===== src/rtl/wb_regfile_writer_if.sv =====
// Bundle of bus signals between execute/memory and the register-file write-side controller.
// The master side drives results, loads and decode operands; the slave side is the controller.
interface wb_regfile_writer_if #(
  parameter int XLEN = 32
) ();
  logic            alu_valid;
  logic [4:0]      alu_rd;
  logic [XLEN-1:0] alu_data;

  logic            ld_issue_valid;
  logic [4:0]      ld_issue_rd;
  logic            ld_issue_ready;

  logic            ld_resp_valid;
  logic [XLEN-1:0] ld_resp_data;
  logic            ld_resp_ready;

  logic [4:0]      rs1;
  logic [4:0]      rs2;
  logic            stall;
  logic [31:0]     busy;

  logic            WE3;
  logic [4:0]      A3;
  logic [XLEN-1:0] WD3;
  logic            err;

  modport master (
    output alu_valid, alu_rd, alu_data,
    output ld_issue_valid, ld_issue_rd,
    output ld_resp_valid, ld_resp_data,
    output rs1, rs2,
    input  ld_issue_ready, ld_resp_ready, stall, busy,
    input  WE3, A3, WD3, err
  );

  modport slave (
    input  alu_valid, alu_rd, alu_data,
    input  ld_issue_valid, ld_issue_rd,
    input  ld_resp_valid, ld_resp_data,
    input  rs1, rs2,
    output ld_issue_ready, ld_resp_ready, stall, busy,
    output WE3, A3, WD3, err
  );
endinterface


===== src/rtl/wb_regfile_writer.sv =====
// Write-port arbiter for the 32x32 register file: merges ALU results and in-order load
// responses, tracks registers with outstanding loads and raises the decode stall.
module wb_regfile_writer #(
  parameter int XLEN      = 32,
  parameter int TAG_DEPTH = 4
) (
  input  logic                 clk,
  input  logic                 areset,
  wb_regfile_writer_if.slave   bus
);

  localparam int PTR_W = (TAG_DEPTH > 1) ? $clog2(TAG_DEPTH) : 1;
  localparam int CNT_W = PTR_W + 1;
  localparam logic [CNT_W-1:0] FULL_CNT = CNT_W'(TAG_DEPTH);
  localparam logic [PTR_W-1:0] LAST_PTR = PTR_W'(TAG_DEPTH - 1);

  // Tag FIFO holding destination registers of issued loads, oldest at rd_ptr.
  logic [4:0]       tag_mem_q [TAG_DEPTH];
  logic [4:0]       tag_mem_d [TAG_DEPTH];
  logic [PTR_W-1:0] wr_ptr_q, wr_ptr_d;
  logic [PTR_W-1:0] rd_ptr_q, rd_ptr_d;
  logic [CNT_W-1:0] count_q, count_d;

  logic             skid_valid_q, skid_valid_d;
  logic [4:0]       skid_rd_q, skid_rd_d;
  logic [XLEN-1:0]  skid_data_q, skid_data_d;

  logic             we_q, we_d;
  logic [4:0]       a3_q, a3_d;
  logic [XLEN-1:0]  wd3_q, wd3_d;
  logic             ld_wr_q, ld_wr_d;

  logic [31:0]      busy_q, busy_d;
  logic             err_q, err_d;

  logic             fifo_empty;
  logic             fifo_full;
  logic             issue_accept;
  logic             resp_accept;
  logic [4:0]       head_rd;

  logic             sel_valid;
  logic             sel_load;
  logic [4:0]       sel_rd;
  logic [XLEN-1:0]  sel_data;

  assign fifo_empty   = (count_q == '0);
  assign fifo_full    = (count_q == FULL_CNT);
  assign issue_accept = bus.ld_issue_valid & ~fifo_full;
  // A response arriving with no outstanding tag is dropped rather than accepted.
  assign resp_accept  = bus.ld_resp_valid & ~skid_valid_q & ~fifo_empty;
  assign head_rd      = tag_mem_q[rd_ptr_q];

  always_comb begin
    tag_mem_d = tag_mem_q;
    wr_ptr_d  = wr_ptr_q;
    rd_ptr_d  = rd_ptr_q;
    count_d   = count_q;
    if (issue_accept) begin
      tag_mem_d[wr_ptr_q] = bus.ld_issue_rd;
      wr_ptr_d = (wr_ptr_q == LAST_PTR) ? '0 : wr_ptr_q + 1'b1;
    end
    if (resp_accept) begin
      rd_ptr_d = (rd_ptr_q == LAST_PTR) ? '0 : rd_ptr_q + 1'b1;
    end
    case ({issue_accept, resp_accept})
      2'b10:   count_d = count_q + 1'b1;
      2'b01:   count_d = count_q - 1'b1;
      default: count_d = count_q;
    endcase
  end

  // Fixed priority: ALU, then a parked response, then a fresh response.
  always_comb begin
    sel_valid = 1'b0;
    sel_load  = 1'b0;
    sel_rd    = '0;
    sel_data  = '0;
    if (bus.alu_valid) begin
      sel_valid = 1'b1;
      sel_rd    = bus.alu_rd;
      sel_data  = bus.alu_data;
    end else if (skid_valid_q) begin
      sel_valid = 1'b1;
      sel_load  = 1'b1;
      sel_rd    = skid_rd_q;
      sel_data  = skid_data_q;
    end else if (resp_accept) begin
      sel_valid = 1'b1;
      sel_load  = 1'b1;
      sel_rd    = head_rd;
      sel_data  = bus.ld_resp_data;
    end
  end

  always_comb begin
    we_d    = sel_valid & (sel_rd != 5'd0);
    a3_d    = sel_rd;
    wd3_d   = sel_data;
    ld_wr_d = sel_load;
  end

  always_comb begin
    skid_valid_d = skid_valid_q;
    skid_rd_d    = skid_rd_q;
    skid_data_d  = skid_data_q;
    if (resp_accept && bus.alu_valid) begin
      skid_valid_d = 1'b1;
      skid_rd_d    = head_rd;
      skid_data_d  = bus.ld_resp_data;
    end else if (skid_valid_q && !bus.alu_valid) begin
      skid_valid_d = 1'b0;
    end
  end

  // Busy bit drops on the edge closing the load's WE3 cycle; a new issue to the
  // same register in that cycle keeps it set.
  for (genvar gi = 0; gi < 32; gi++) begin : g_busy
    if (gi == 0) begin : g_x0
      assign busy_d[gi] = 1'b0;
    end else begin : g_xn
      logic set_bit;
      logic clr_bit;
      assign set_bit    = issue_accept && (bus.ld_issue_rd == 5'(gi));
      assign clr_bit    = ld_wr_q && (a3_q == 5'(gi));
      assign busy_d[gi] = set_bit | (busy_q[gi] & ~clr_bit);
    end
  end

  always_comb begin
    err_d = err_q;
    if (bus.ld_resp_valid && fifo_empty)        err_d = 1'b1;
    if (bus.alu_valid && busy_q[bus.alu_rd])    err_d = 1'b1;
    if (issue_accept && busy_q[bus.ld_issue_rd]) err_d = 1'b1;
  end

  always_ff @(posedge clk) begin
    if (!areset) begin
      tag_mem_q    <= '{default: '0};
      wr_ptr_q     <= '0;
      rd_ptr_q     <= '0;
      count_q      <= '0;
      skid_valid_q <= 1'b0;
      skid_rd_q    <= '0;
      skid_data_q  <= '0;
      we_q         <= 1'b0;
      a3_q         <= '0;
      wd3_q        <= '0;
      ld_wr_q      <= 1'b0;
      busy_q       <= '0;
      err_q        <= 1'b0;
    end else begin
      tag_mem_q    <= tag_mem_d;
      wr_ptr_q     <= wr_ptr_d;
      rd_ptr_q     <= rd_ptr_d;
      count_q      <= count_d;
      skid_valid_q <= skid_valid_d;
      skid_rd_q    <= skid_rd_d;
      skid_data_q  <= skid_data_d;
      we_q         <= we_d;
      a3_q         <= a3_d;
      wd3_q        <= wd3_d;
      ld_wr_q      <= ld_wr_d;
      busy_q       <= busy_d;
      err_q        <= err_d;
    end
  end

  assign bus.ld_issue_ready = ~fifo_full;
  assign bus.ld_resp_ready  = ~skid_valid_q;
  assign bus.stall          = ((bus.rs1 != 5'd0) && busy_q[bus.rs1]) ||
                              ((bus.rs2 != 5'd0) && busy_q[bus.rs2]);
  assign bus.busy           = busy_q;
  assign bus.WE3            = we_q;
  assign bus.A3             = a3_q;
  assign bus.WD3            = wd3_q;
  assign bus.err            = err_q;

endmodule


===== src/flat_wrapper.sv =====
// flat-port wrapper written by rule: the top's interface ports become plain ports
module wb_regfile_writer_flat 
#(
  parameter int XLEN      = 32,
  parameter int TAG_DEPTH = 4
)
  (clk, areset, bus_alu_valid, bus_alu_rd, bus_alu_data, bus_ld_issue_valid, bus_ld_issue_rd, bus_ld_resp_valid, bus_ld_resp_data, bus_rs1, bus_rs2, bus_ld_issue_ready, bus_ld_resp_ready, bus_stall, bus_busy, bus_WE3, bus_A3, bus_WD3, bus_err);
  wb_regfile_writer_if #(.XLEN(XLEN)) bus_i ();
  input  logic clk;
  input  logic areset;
  input wire logic [$bits(bus_i.alu_valid)-1:0] bus_alu_valid;
  input wire logic [$bits(bus_i.alu_rd)-1:0] bus_alu_rd;
  input wire logic [$bits(bus_i.alu_data)-1:0] bus_alu_data;
  input wire logic [$bits(bus_i.ld_issue_valid)-1:0] bus_ld_issue_valid;
  input wire logic [$bits(bus_i.ld_issue_rd)-1:0] bus_ld_issue_rd;
  input wire logic [$bits(bus_i.ld_resp_valid)-1:0] bus_ld_resp_valid;
  input wire logic [$bits(bus_i.ld_resp_data)-1:0] bus_ld_resp_data;
  input wire logic [$bits(bus_i.rs1)-1:0] bus_rs1;
  input wire logic [$bits(bus_i.rs2)-1:0] bus_rs2;
  output wire logic [$bits(bus_i.ld_issue_ready)-1:0] bus_ld_issue_ready;
  output wire logic [$bits(bus_i.ld_resp_ready)-1:0] bus_ld_resp_ready;
  output wire logic [$bits(bus_i.stall)-1:0] bus_stall;
  output wire logic [$bits(bus_i.busy)-1:0] bus_busy;
  output wire logic [$bits(bus_i.WE3)-1:0] bus_WE3;
  output wire logic [$bits(bus_i.A3)-1:0] bus_A3;
  output wire logic [$bits(bus_i.WD3)-1:0] bus_WD3;
  output wire logic [$bits(bus_i.err)-1:0] bus_err;
  assign bus_i.alu_valid = bus_alu_valid;
  assign bus_i.alu_rd = bus_alu_rd;
  assign bus_i.alu_data = bus_alu_data;
  assign bus_i.ld_issue_valid = bus_ld_issue_valid;
  assign bus_i.ld_issue_rd = bus_ld_issue_rd;
  assign bus_i.ld_resp_valid = bus_ld_resp_valid;
  assign bus_i.ld_resp_data = bus_ld_resp_data;
  assign bus_i.rs1 = bus_rs1;
  assign bus_i.rs2 = bus_rs2;
  assign bus_ld_issue_ready = bus_i.ld_issue_ready;
  assign bus_ld_resp_ready = bus_i.ld_resp_ready;
  assign bus_stall = bus_i.stall;
  assign bus_busy = bus_i.busy;
  assign bus_WE3 = bus_i.WE3;
  assign bus_A3 = bus_i.A3;
  assign bus_WD3 = bus_i.WD3;
  assign bus_err = bus_i.err;
  wb_regfile_writer #(.XLEN(XLEN), .TAG_DEPTH(TAG_DEPTH)) u_core (.clk(clk), .areset(areset), .bus(bus_i));
endmodule

===== config.mk =====
export PLATFORM = sky130hd
export DESIGN_NAME = wb_regfile_writer_flat
export DESIGN_NICKNAME = d
export VERILOG_FILES = /design/src/rtl/wb_regfile_writer_if.sv /design/src/rtl/wb_regfile_writer.sv /design/src/flat_wrapper.sv
export SDC_FILE = /design/constraint.sdc
export NUM_CORES = 1
export LEC_CHECK = 0
export BUFFER_PORTS_ARGS = -buffer_cell sky130_fd_sc_hd__buf_4
export CAP_MARGIN = 10
export CORE_ASPECT_RATIO = 1.25
export CORE_MARGIN = 2
export CORE_UTILIZATION = 40
export CTS_CLUSTER_DIAMETER = 100
export DETAILED_ROUTE_END_ITERATION = 10
export GPL_TIMING_DRIVEN = 0
export SYNTH_ARGS = -nofsm -noshare
export SYNTH_HDL_FRONTEND = slang
export SYNTH_SLANG_ARGS = --single-unit

===== constraint.sdc =====
create_clock -name clk -period 2.74 [get_ports clk]
set_input_delay 0.548 -clock clk [delete_from_list [all_inputs] [get_ports clk]]
set_output_delay 0.548 -clock clk [all_outputs]
set_load 0.005 [all_outputs]

==> results.cfg <==
[worst_setup_path]
cp_data_required_time_ps = 2190
worstPathArrival_ps = 2390
reg2regPathDepth = 9
rr_endpoint = u_core.count_q[2]$_SDFFE_PN0P_
crit_type = flip-flop to primary output
r2r_setup_slack_ps = 220
reg2reg_from = u_core.count_q[2]$_SDFFE_PN0P_
critical_path.endpoint_type = primary output
cp-start-kind = flip-flop
worstPathMaxFanout = 2
crit_path_start = u_core.bus.busy[7]$_SDFF_PN0_
endpoint = bus_stall

[timing]
hold_viol = 0
finalWorstSetupSlack_ps = -195
finClkSkew_ps = 8.13
whs_ps = 394
finalSetupViolCount = 1
tightest_slew_ps = 627
min_period_over_period_pct = 107
fmax_ghz = 0.341
grt_setup_unrepaired = yes
slew_viol_final = 0
slew_headroom_pct = 58.2
min_period_ps = 2940

[route]
vias_per_cell = 5.39
route.detailed.drc = 0
drtIter0Drc = 514
dr.pass1.iters = 5
wl_per_cell_microns = 18.6
num_vias = 6458
antenna_left = 0
totalWireLength_microns = 22300

[synthesis]
synth_most_common_cell = nand2_1
synth_edf_count = 0
synth_ff_type = dfxtp_1
synth_top_area_share_pct = 39.6
synth_cell_types = 42
yosys-top-cells-area = dfxtp_1 (40%), mux4_2 (11%), nand2_1 (8.1%), a21boi_0 (7.4%), o21ai_0 (6.3%)
syn-num-nets = 876
async_flop_share_pct = 0
synth_area_per_cell_sq_um = 8.82
synth_area_sq_um = 6880
synth-seq-cells = 136
ys.warnings.count = 0
syn_inst = 780
synth_commonest_cells = nand2_1 (148), dfxtp_1 (136), o21ai_0 (87), a21boi_0 (68), and2_1 (62)
seq_area_frac_synth_pct = 39.6
yosys.area.top_type = dfxtp_1

[place]
io_buffers = 155
dp_hpwl_microns = 16700
gp_congestion = 0.951

[layout]
diodes = 0
drive_gt1_share_pct = 28.3
syn_to_final_growth_pct = 33.2
fin_nets = 1062
utilization_pct = 54.4
final.fill_count = 1631

[status]
violations = setup timing
status = complete, but fails checks

[grt]
grt_usage_pct = 24.6
grt_max_degree = 17
grt_antenna_before_repair = 0
grt_pass1_vias = 6407
grt_overflow = 0
grt_pass1_wl_microns = 34300

[power_and_ir_drop]
irDropWorstVdd_mv = 0.347
p_leak_nw = 3.55
p_per_area_nw_per_um2 = 679

[clock_network]
cts_tree = built
cts_sinks = 136
cts-htree-levels = 4
cts-root-buf = clkbuf_16
insertion_delay_ps = 420
cts_buffers = 17
clock_tree.buffer_depth = 2
clk_pin_slew_ps = 60
holdBufCountCts = 0

[job]
max_cap_violations = 0

[die]
dieHeight_microns = 151
pin_count = 163
fp.dieW_microns = 121
rows = 53
initial_utilization_pct = 40.8
coreArea_sq_um = 16800
dieArea_sq_um = 18300

[hold_path]
min_path_type = input port to flip-flop
hold_path_startpoint = bus_ld_resp_data[13]
-- critical path, cell delays in order, from the launching register on --
cell and delay (ps):
dfxtp_4 340, mux4_2 480, mux4_2 490, mux2_2 270, a221o_1 250, buf_4 130
-- per-stage QoR --
stage               setup WS (ps)  total power, mW  instances  area, sq um  setup TNS, ps
floorplan                    38.6             3.09        780         6880              0
global placement             -444             3.61       1155         8320           -814
detailed placement           -488             3.62       1155         8320           -902
CTS                          -206             6.25       1197         9140           -206
global route                 -273             6.53       1199         9160           -274
finish                       -195             6.23       1199         9160           -195
-- worst min path at each step --
stage	slack, ps	to	depth (start not counted)
after floorplan	440	u_core.tag_mem_q[5]$_SDFFE_PN0P_	2
final	390	u_core.skid_data_q[13]$_SDFFE_PN0P_	3
after global routing	390	u_core.skid_data_q[13]$_SDFFE_PN0P_	3
after CTS	370	u_core.skid_data_q[23]$_SDFFE_PN0P_	3
after global placement	450	u_core.tag_mem_q[5]$_SDFFE_PN0P_	2
after detailed placement	460	u_core.tag_mem_q[5]$_SDFFE_PN0P_	2
-- sequential cells by signal, summed over array words and instances (netlist names), 2 cells and up --
signal,count
u_core.bus.busy,31
u_core.skid_data_q,32
u_core.skid_rd_q,5
u_core.bus.WD3,32
u_core.tag_mem_q,20
u_core.wr_ptr_q,2
u_core.rd_ptr_q,2
u_core.bus.A3,5
u_core.count_q,3
-- cell families (layout without fill, tap and decap cells) --
logic type	after synthesis	count (layout)	share of synthesized area, %
buffers and inverters	65	264	3.76
other	1	1	0.0545
DFF	136	136	39.6
AOI/OAI and AO/OA	214	214	19.9
and+or+nand+nor	302	302	21.1
adders and majority gates	7	7	1.38
xor gates and xnor gates	2	2	0.255
muxes	53	53	14.0
-- per-layer routing --
layer  share of wire [%]  wire length [microns]  track usage, %  up-vias
li1                    -                      -               -     3142
met2                  49                  10900            41.7      271
met3                 6.5                   1440            5.83       53
met4                 3.6                    803            11.6        0
met1                  41                   9110            29.2     2992
met5                   0                      0               0        -
-- report_power, final --
group | switching [mW] | internal [mW]
logic | 0.759 | 0.582
registers | 0.119 | 2.15
clock network | 0.861 | 1.76
total | 1.74 | 4.49
-- cell type report --
type	count	area, sq um	area share (%)
Buffer	55	228	2.48
Clock buffer	21	460	5.02
Clock inverter	11	218	2.38
Inverter	8	30.0	0.328
Multi-Input combinational cell	579	3900	42.6
Sequential cell	136	2780	30.4
Tap cell	220	275	3.00
Timing Repair Buffer	169	1270	13.8
-- layout by cell type, fill, tap and decap left out, drive strengths merged, types with 7 or more instances in the layout --
cell,Yosys,routed
nand3,36,36
a21boi,68,68
a22oi,33,33
o21ai,87,87
a21oi,14,14
mux4,34,34
inv,8,9
clkbuf,45,64
and2,62,62
nand4,9,9
nand2,148,148
nand2b,7,7
nor2b,18,18
buf,12,181
nor2,10,10
dfxtp,136,136
mux2i,13,13
-- repair_timing --
action                                  4_1_cts  5_1_grt
buffers inserted                             11        2
pin swaps                                     0        1
endpoints found under the setup margin        3        3
resized for setup                            39        2
No activity file was read; power rests on OpenSTA's default activity.
